<file path="config.mk">
export PLATFORM = sky130hd
export DESIGN_NAME = gsensor_sequencer_flat
export DESIGN_NICKNAME = d
export VERILOG_FILES = /design/src/rtl/gsensor_pkg.sv /design/src/rtl/gsensor_sequencer_if.sv /design/src/rtl/gsensor_tick_gen.sv /design/src/rtl/gsensor_sequencer.sv /design/src/flat_wrapper.sv
export SDC_FILE = /design/constraint.sdc
export NUM_CORES = 1
export LEC_CHECK = 0
export ABC_AREA = 1
export CAP_MARGIN = 10
export CELL_PAD_IN_SITES_DETAIL_PLACEMENT = 1
export CELL_PAD_IN_SITES_GLOBAL_PLACEMENT = 2
export CORE_ASPECT_RATIO = 0.8
export CORE_UTILIZATION = 31
export DETAILED_ROUTE_END_ITERATION = 8
export PLACE_DENSITY_LB_ADDON = 0.2
export SLEW_MARGIN = 20
export SYNTH_ARGS = -nofsm -noshare
export SYNTH_HDL_FRONTEND = slang
export SYNTH_SLANG_ARGS = --single-unit
</file>
<file path="constraint.sdc">
create_clock -name clk -period 1.5 [get_ports clk]
set_input_delay 0.225 -clock clk [delete_from_list [all_inputs] [get_ports clk]]
set_output_delay 0.225 -clock clk [all_outputs]
set_load 0.05 [all_outputs]
</file>
<file path="src/rtl/gsensor_pkg.sv">
// Shared types and constants for the accelerometer sequencer: FSM states,
// register map, power-up configuration table and burst read length.
package gsensor_pkg;

    typedef enum logic [2:0] {
        INIT_REQ,
        INIT_WAIT,
        IDLE,
        RD_REQ,
        RD_WAIT,
        UPDATE
    } seq_state_t;

    // Accelerometer register map
    localparam logic [5:0] REG_BW_RATE     = 6'h2C;
    localparam logic [5:0] REG_POWER_CTL   = 6'h2D;
    localparam logic [5:0] REG_INT_ENABLE  = 6'h2E;
    localparam logic [5:0] REG_DATA_FORMAT = 6'h31;
    localparam logic [5:0] REG_DATAX0      = 6'h32;

    localparam int INIT_COUNT = 4;
    localparam int READ_COUNT = 6;

    typedef struct packed {
        logic [5:0] addr;
        logic [7:0] data;
    } init_entry_t;

    // Configuration writes; the leftmost element is index 3, the rightmost index 0.
    // Order matters: measurement is only enabled (POWER_CTL) after format, rate
    // and interrupts are set up.
    localparam init_entry_t [INIT_COUNT-1:0] INIT_TABLE = {
        {REG_POWER_CTL,   8'h08},
        {REG_INT_ENABLE,  8'h00},
        {REG_BW_RATE,     8'h09},
        {REG_DATA_FORMAT, 8'h40}
    };

    // Address of the idx-th byte of the X0..Z1 burst
    function automatic logic [5:0] read_addr(input logic [2:0] idx);
        return REG_DATAX0 + {3'b000, idx};
    endfunction

endpackage

</file>
<file path="src/rtl/gsensor_sequencer_if.sv">
// Byte-transaction handshake between the sequencer and the SPI shifter.
interface gsensor_sequencer_if;

    logic       xfer_req;
    logic       xfer_rw;
    logic [5:0] xfer_addr;
    logic [7:0] xfer_wdata;
    logic       xfer_ack;
    logic [7:0] xfer_rdata;

    // Sequencer side: issues requests, receives completion
    modport master (
        output xfer_req,
        output xfer_rw,
        output xfer_addr,
        output xfer_wdata,
        input  xfer_ack,
        input  xfer_rdata
    );

    // Shifter side
    modport slave (
        input  xfer_req,
        input  xfer_rw,
        input  xfer_addr,
        input  xfer_wdata,
        output xfer_ack,
        output xfer_rdata
    );

endinterface

</file>
<file path="src/rtl/gsensor_tick_gen.sv">
// Free-running sample-rate divider: tick is high for one cycle every DIV cycles,
// in the cycle where the counter sits at DIV-1 (just before it wraps).
module gsensor_tick_gen #(
    parameter int DIV = 1_000_000
) (
    input  logic clk,
    input  logic reset_n,
    output logic tick
);

    localparam int                CNT_W    = (DIV > 1) ? $clog2(DIV) : 1;
    localparam logic [CNT_W-1:0]  CNT_LAST = CNT_W'(DIV - 1);

    logic [CNT_W-1:0] cnt;

    // Count 0..DIV-1 and wrap
    always_ff @(posedge clk or negedge reset_n) begin
        if (!reset_n) begin
            cnt <= '0;
        end else if (cnt == CNT_LAST) begin
            cnt <= '0;
        end else begin
            cnt <= cnt + CNT_W'(1);
        end
    end

    assign tick = (cnt == CNT_LAST);

endmodule

</file>
<file path="src/rtl/gsensor_sequencer.sv">
// Accelerometer sequencer: configures the sensor after reset, then on every
// sample tick reads the six data bytes as one burst and publishes X/Y/Z
// together. A missing ack aborts the burst, flags a sticky error and restarts
// the configuration from scratch.
module gsensor_sequencer
    import gsensor_pkg::*;
#(
    parameter int CLK_FREQ    = 50_000_000,
    parameter int UPDATE_FREQ = 50,
    parameter int ACK_TIMEOUT = 4096
) (
    input  logic                clk,
    input  logic                reset_n,
    gsensor_sequencer_if.master xfer,
    output logic signed [15:0]  data_x,
    output logic signed [15:0]  data_y,
    output logic signed [15:0]  data_z,
    output logic                data_update,
    output logic                init_done,
    output logic                error
);

    localparam int               DIV      = CLK_FREQ / UPDATE_FREQ;
    localparam int               TMO_W    = $clog2(ACK_TIMEOUT + 1);
    // Last WAIT cycle in which an ack is still accepted (the ack wins a tie)
    localparam logic [TMO_W-1:0] TMO_LAST = TMO_W'(ACK_TIMEOUT - 1);
    localparam logic [2:0]       INIT_LAST = 3'(INIT_COUNT - 1);
    localparam logic [2:0]       READ_LAST = 3'(READ_COUNT - 1);

    seq_state_t       state;
    logic [2:0]       idx;
    logic [TMO_W-1:0] tmo_cnt;
    logic             tick_pending;
    logic             tick;
    logic [7:0]       shadow [READ_COUNT];

    gsensor_tick_gen #(
        .DIV (DIV)
    ) u_tick_gen (
        .clk     (clk),
        .reset_n (reset_n),
        .tick    (tick)
    );

    // Sequencer FSM with registered bus and sample outputs
    always_ff @(posedge clk or negedge reset_n) begin
        if (!reset_n) begin
            state           <= INIT_REQ;
            idx             <= '0;
            tmo_cnt         <= '0;
            tick_pending    <= 1'b0;
            for (int i = 0; i < READ_COUNT; i++) begin
                shadow[i] <= '0;
            end
            xfer.xfer_req   <= 1'b0;
            xfer.xfer_rw    <= 1'b0;
            xfer.xfer_addr  <= '0;
            xfer.xfer_wdata <= '0;
            data_x          <= '0;
            data_y          <= '0;
            data_z          <= '0;
            data_update     <= 1'b0;
            init_done       <= 1'b0;
            error           <= 1'b0;
        end else begin
            data_update <= 1'b0;
            // Ticks arriving while busy collapse into one pending request
            if (tick) begin
                tick_pending <= 1'b1;
            end

            case (state)
                INIT_REQ: begin
                    xfer.xfer_req   <= 1'b1;
                    xfer.xfer_rw    <= 1'b0;
                    xfer.xfer_addr  <= INIT_TABLE[idx[1:0]].addr;
                    xfer.xfer_wdata <= INIT_TABLE[idx[1:0]].data;
                    tmo_cnt         <= '0;
                    state           <= INIT_WAIT;
                end

                INIT_WAIT: begin
                    if (xfer.xfer_ack) begin
                        xfer.xfer_req <= 1'b0;
                        if (idx == INIT_LAST) begin
                            idx       <= '0;
                            init_done <= 1'b1;
                            state     <= IDLE;
                        end else begin
                            idx   <= idx + 3'd1;
                            state <= INIT_REQ;
                        end
                    end else if (tmo_cnt == TMO_LAST) begin
                        error         <= 1'b1;
                        xfer.xfer_req <= 1'b0;
                        init_done     <= 1'b0;
                        for (int i = 0; i < READ_COUNT; i++) begin
                            shadow[i] <= '0;
                        end
                        idx   <= '0;
                        state <= INIT_REQ;
                    end else begin
                        tmo_cnt <= tmo_cnt + TMO_W'(1);
                    end
                end

                IDLE: begin
                    if (tick_pending) begin
                        // A tick landing in this very cycle re-arms the request
                        tick_pending <= tick;
                        idx          <= '0;
                        state        <= RD_REQ;
                    end
                end

                RD_REQ: begin
                    xfer.xfer_req   <= 1'b1;
                    xfer.xfer_rw    <= 1'b1;
                    xfer.xfer_addr  <= read_addr(idx);
                    xfer.xfer_wdata <= 8'h00;
                    tmo_cnt         <= '0;
                    state           <= RD_WAIT;
                end

                RD_WAIT: begin
                    if (xfer.xfer_ack) begin
                        xfer.xfer_req <= 1'b0;
                        shadow[idx]   <= xfer.xfer_rdata;
                        if (idx == READ_LAST) begin
                            idx   <= '0;
                            state <= UPDATE;
                        end else begin
                            idx   <= idx + 3'd1;
                            state <= RD_REQ;
                        end
                    end else if (tmo_cnt == TMO_LAST) begin
                        error         <= 1'b1;
                        xfer.xfer_req <= 1'b0;
                        init_done     <= 1'b0;
                        for (int i = 0; i < READ_COUNT; i++) begin
                            shadow[i] <= '0;
                        end
                        idx   <= '0;
                        state <= INIT_REQ;
                    end else begin
                        tmo_cnt <= tmo_cnt + TMO_W'(1);
                    end
                end

                UPDATE: begin
                    // Only a complete burst reaches the outputs, low byte first
                    data_x      <= {shadow[1], shadow[0]};
                    data_y      <= {shadow[3], shadow[2]};
                    data_z      <= {shadow[5], shadow[4]};
                    data_update <= 1'b1;
                    state       <= IDLE;
                end

                default: begin
                    state <= INIT_REQ;
                end
            endcase
        end
    end

endmodule

</file>
<file path="src/flat_wrapper.sv">
// flat-port wrapper written by rule: the top's interface ports become plain ports
module gsensor_sequencer_flat import gsensor_pkg::*;
#(
    parameter int CLK_FREQ    = 50_000_000,
    parameter int UPDATE_FREQ = 50,
    parameter int ACK_TIMEOUT = 4096
)
  (clk, reset_n, data_x, data_y, data_z, data_update, init_done, error, xfer_xfer_req, xfer_xfer_rw, xfer_xfer_addr, xfer_xfer_wdata, xfer_xfer_ack, xfer_xfer_rdata);
  gsensor_sequencer_if xfer_i ();
  input  logic clk;
  input  logic reset_n;
  output logic signed [15:0] data_x;
  output logic signed [15:0] data_y;
  output logic signed [15:0] data_z;
  output logic data_update;
  output logic init_done;
  output logic error;
  output wire logic [$bits(xfer_i.xfer_req)-1:0] xfer_xfer_req;
  output wire logic [$bits(xfer_i.xfer_rw)-1:0] xfer_xfer_rw;
  output wire logic [$bits(xfer_i.xfer_addr)-1:0] xfer_xfer_addr;
  output wire logic [$bits(xfer_i.xfer_wdata)-1:0] xfer_xfer_wdata;
  input wire logic [$bits(xfer_i.xfer_ack)-1:0] xfer_xfer_ack;
  input wire logic [$bits(xfer_i.xfer_rdata)-1:0] xfer_xfer_rdata;
  assign xfer_xfer_req = xfer_i.xfer_req;
  assign xfer_xfer_rw = xfer_i.xfer_rw;
  assign xfer_xfer_addr = xfer_i.xfer_addr;
  assign xfer_xfer_wdata = xfer_i.xfer_wdata;
  assign xfer_i.xfer_ack = xfer_xfer_ack;
  assign xfer_i.xfer_rdata = xfer_xfer_rdata;
  gsensor_sequencer #(.CLK_FREQ(CLK_FREQ), .UPDATE_FREQ(UPDATE_FREQ), .ACK_TIMEOUT(ACK_TIMEOUT)) u_core (.clk(clk), .reset_n(reset_n), .xfer(xfer_i), .data_x(data_x), .data_y(data_y), .data_z(data_z), .data_update(data_update), .init_done(init_done), .error(error));
endmodule
</file>
==> results.py, run 1 <==
metrics = {
    "status": {
        "status": "finished clean",
    },
    "critical_path": {
        "critPathCaptureType": "register",
        "endpoint": "u_core.idx[0]",
        "reg2reg_setup_slack_ps": 4,
        "worstReg2RegEnd": "u_core.idx[0]",
        "crit_arrival_ps": 1870,
        "worstSetupStartpoint": "u_core.idx[0]",
        "reg2reg_from": "u_core.idx[0]",
        "rr_worst_depth": 7,
        "cp-start-kind": "register",
        "worstSetupPathType": "register to register",
        "cp.required_ps": 1870,
        "cp_max_fo": 2,
    },
    "placed_design": {
        "dpl.cell_count": 1201,
        "dp_slack_ps": -226,
        "dpl_cell_area_um2": 8650,
        "gp_congestion": 0.840,
        "placement.io_buffers": 72,
        "dpl.hpwl_mm": 14.6,
    },
    "routing": {
        "post-route-drc-count": 0,
        "initialDrtViolationCount": 286,
        "routed_wl_mm": 19.9,
        "drt-pass1-iter-count": 4,
        "vias": 5766,
        "wire_per_inst_um": 16.0,
        "postRouteAntennaNets": 0,
        "viasPerCell": 4.63,
    },
    "finish": {
        "design_area_um2": 9540,
        "final_common_cell": "nand2_1",
        "fillers": 2474,
        "final_cells": 1246,
        "diodes": 0,
        "drive_above_1_share_pct": 26.2,
        "layout.nets": 982,
        "final_cell_mix": "nand2_1 (302), dfrtp_1 (148), buf_4 (112), inv_1 (55), nor2_1 (45)",
        "syn_to_final_growth_pct": 40.7,
    },
    "power_and_ir_drop": {
        "leakage_nw": 4.78,
        "p_int_w": 0.0107,
        "max-vdd-ir-drop_mv": 0.786,
        "swShare_pct": 41.4,
        "comb_power_share_pct": 44.1,
        "p_per_area_nw_per_um2": 1910,
        "finalPower_w": 0.0182,
        "power.net_switching_w": 0.00755,
        "seqPwrFrac_pct": 33.6,
        "pwr-share-clk_pct": 22.3,
    },
    "clock_network": {
        "cts.clk_slew.worst_paths_ps": 70,
        "cts_sinks": 150,
        "clockBufferDepth": 2,
        "htree_levels": 4,
        "clock-root-buffer": "clkbuf_16",
        "worst_skew_pair.late_latency_ps": 430,
        "cts_tree": "done",
        "cts_inserted_buffers": 17,
    },
    "die": {
        "std_cell_rows": 48,
        "die_x_um": 167,
        "core_um2": 21500,
        "initial_core_util_pct": 31.5,
        "die_h_um": 134,
        "ios": 78,
        "die-area_um2": 22500,
    },
    "synthesis": {
        "yosysSeqAreaShare_pct": 55.4,
        "yosysWarnings": 0,
        "synth_top_family_by_area": "simple AND/OR/NAND/NOR gates",
        "synth_cell_types": 35,
        "synthCells": 792,
        "synth_adder_area_share_pct": 2.40,
        "synth-xor-area-share_pct": 1.94,
        "ys_ff_latch": 150,
        "synthMuxAreaShare_pct": 0,
        "synth-simple-area-share_pct": 28.7,
        "syn-cell-area_um2": 6780,
        "syn_avg_cell_area_um2": 8.56,
        "synth_compound_area_share_pct": 6.61,
    },
    "timing": {
        "worst_slack_ps": 4.24,
        "clock.fmax_mhz": 669,
        "rsz0062_at_grt": "true",
        "finalMaxSlewViolations": 0,
        "fin_worst_skew_ps": 17.7,
        "period_needed_ps": 1500,
        "setup-violations-final": 0,
        "timing.final.crit_share_pct": 99.7,
        "final_hold_viol_count": 0,
        "holdWs_ps": 223,
    },
    "job": {
        "maxCapViolCount": 0,
    },
    "worst_hold_path": {
        "hp-class": "input pin to async pin",
    },
    "grt": {
        "antenna_found_initial": 0,
        "grt_pass1_wl_mm": 32.9,
        "overflow": 0,
        "grt_max_degree": 35,
        "grt_pass1_vias": 6275,
        "grt.total_usage_pct": 18.8,
    },
}
power groups by stage:
stage          registers, W  clock network (W)  logic, W
6_report            0.00612            0.00407   0.00805
5_1_grt             0.00628            0.00437   0.00868
3_5_place_dp        0.00618                  0   0.00767
3_3_place_gp        0.00613                  0   0.00749
4_1_cts             0.00613            0.00420   0.00784
2_1_floorplan       0.00779                  0   0.00235
worst max-delay path, stage by stage, from the launching register on:
cell,delay (ps)
dfrtp_1,380
ha_2,210
ha_4,160
or2_4,220
nand3b_1,180
a21oi_2,160
nand2_1,60
nand2_1,60
cells in the mapped netlist (all sizes together):
cell    count  area, um2
a21boi      1       7.51
a21oi       6       30.0
a31oi       2       12.5
a32o        1       10.0
buf        13       81.3
clkbuf      5       18.8
clkinv      1       3.75
conb        1       3.75
dfrtp     150       3750
ha         13        163
inv        61        229
nand2     327       1340
nand3      44        238
nand3b      1       7.51
nand4      11       68.8
nor2       57        243
nor3        5       30.0
o211ai      3       22.5
o21ai      67        335
o21bai      4       30.0
or2         4       25.0
xor2       15        131
per-stage QoR:
step / utilization (%) / TNS, ps
after floorplan: - / 0
after global placement: 40.2 / -7710
after detailed placement: 40.2 / -10530
after CTS: 43.3 / -219
after global routing: 44.4 / -3720
final: 44.4 / 0
worst min-delay path by stage:
stage,from,to,slack (ps),cells past startpoint
final,reset_n,u_core.data_y[9],220,2
after global routing,reset_n,u_core.data_y[9],230,2
after CTS,reset_n,u_core.data_y[9],230,2
after detailed placement,reset_n,u_core.data_y[8],120,1
after global placement,reset_n,u_core.data_y[8],110,1
after floorplan,reset_n,u_core.data_update,-70,0
logic make-up after synthesis:
group	Yosys count
other	1
and+or+nand+nor	449
AOI/OAI and AO/OA	84
DFF	150
xor gates and xnor gates	15
buffers and inverters	80
adders and majority gates	13
sequential cells by signal (all words and copies together), names as in the netlist, 3 cells and up:
name	cells
u_core.u_tick_gen.cnt	20
u_core.xfer.xfer_wdata	3
u_core.idx	3
u_core.shadow	48
u_core.state	3
u_core.data_z	16
u_core.tmo_cnt	13
u_core.data_y	16
u_core.xfer.xfer_addr	6
u_core.data_x	16
layer usage:
| layer | track usage [%] | share of wire, % | vias to the layer above |
|---|---|---|---|
| met5 | 0 | 0 | - |
| met4 | 4.59 | 0.79 | 0 |
| met3 | 3.63 | 3.1 | 14 |
| met2 | 31.2 | 48 | 71 |
| met1 | 25.2 | 48 | 2844 |
| li1 | - | - | 2837 |
layout make-up:
type                            count  area, um2  share of cell area [%]
Clock buffer                       19        443                    4.64
Clock inverter                     13        111                    1.17
Inverter                           62        233                    2.44
Multi-Input combinational cell    566       2960                    31.0
Sequential cell                   150       3760                    39.4
Tap cell                          275        344                    3.61
Timing Repair Buffer              161       1700                    17.8
what timing repair did:
action / in CTS / in global routing
setup buffers: 6 / 6
setup endpoints to repair: 69 / 86
resized for setup: 18 / 60
hold buffers: 1 / 0
hold endpoints to repair: 116 / 0
pin swaps: 6 / 16
(Power assumes the default switching activity.)
==> inputs of run 2 (changes only) <==
--- a/config.mk
+++ b/config.mk
@@ -13,7 +13,7 @@
 export CORE_UTILIZATION = 31
 export DETAILED_ROUTE_END_ITERATION = 8
 export PLACE_DENSITY_LB_ADDON = 0.2
-export SLEW_MARGIN = 20
+export SLEW_MARGIN = 25
 export SYNTH_ARGS = -nofsm -noshare
 export SYNTH_HDL_FRONTEND = slang
 export SYNTH_SLANG_ARGS = --single-unit
==> results of run 2 <==
Final layout, timing and power as in run 1 (identical DEF).
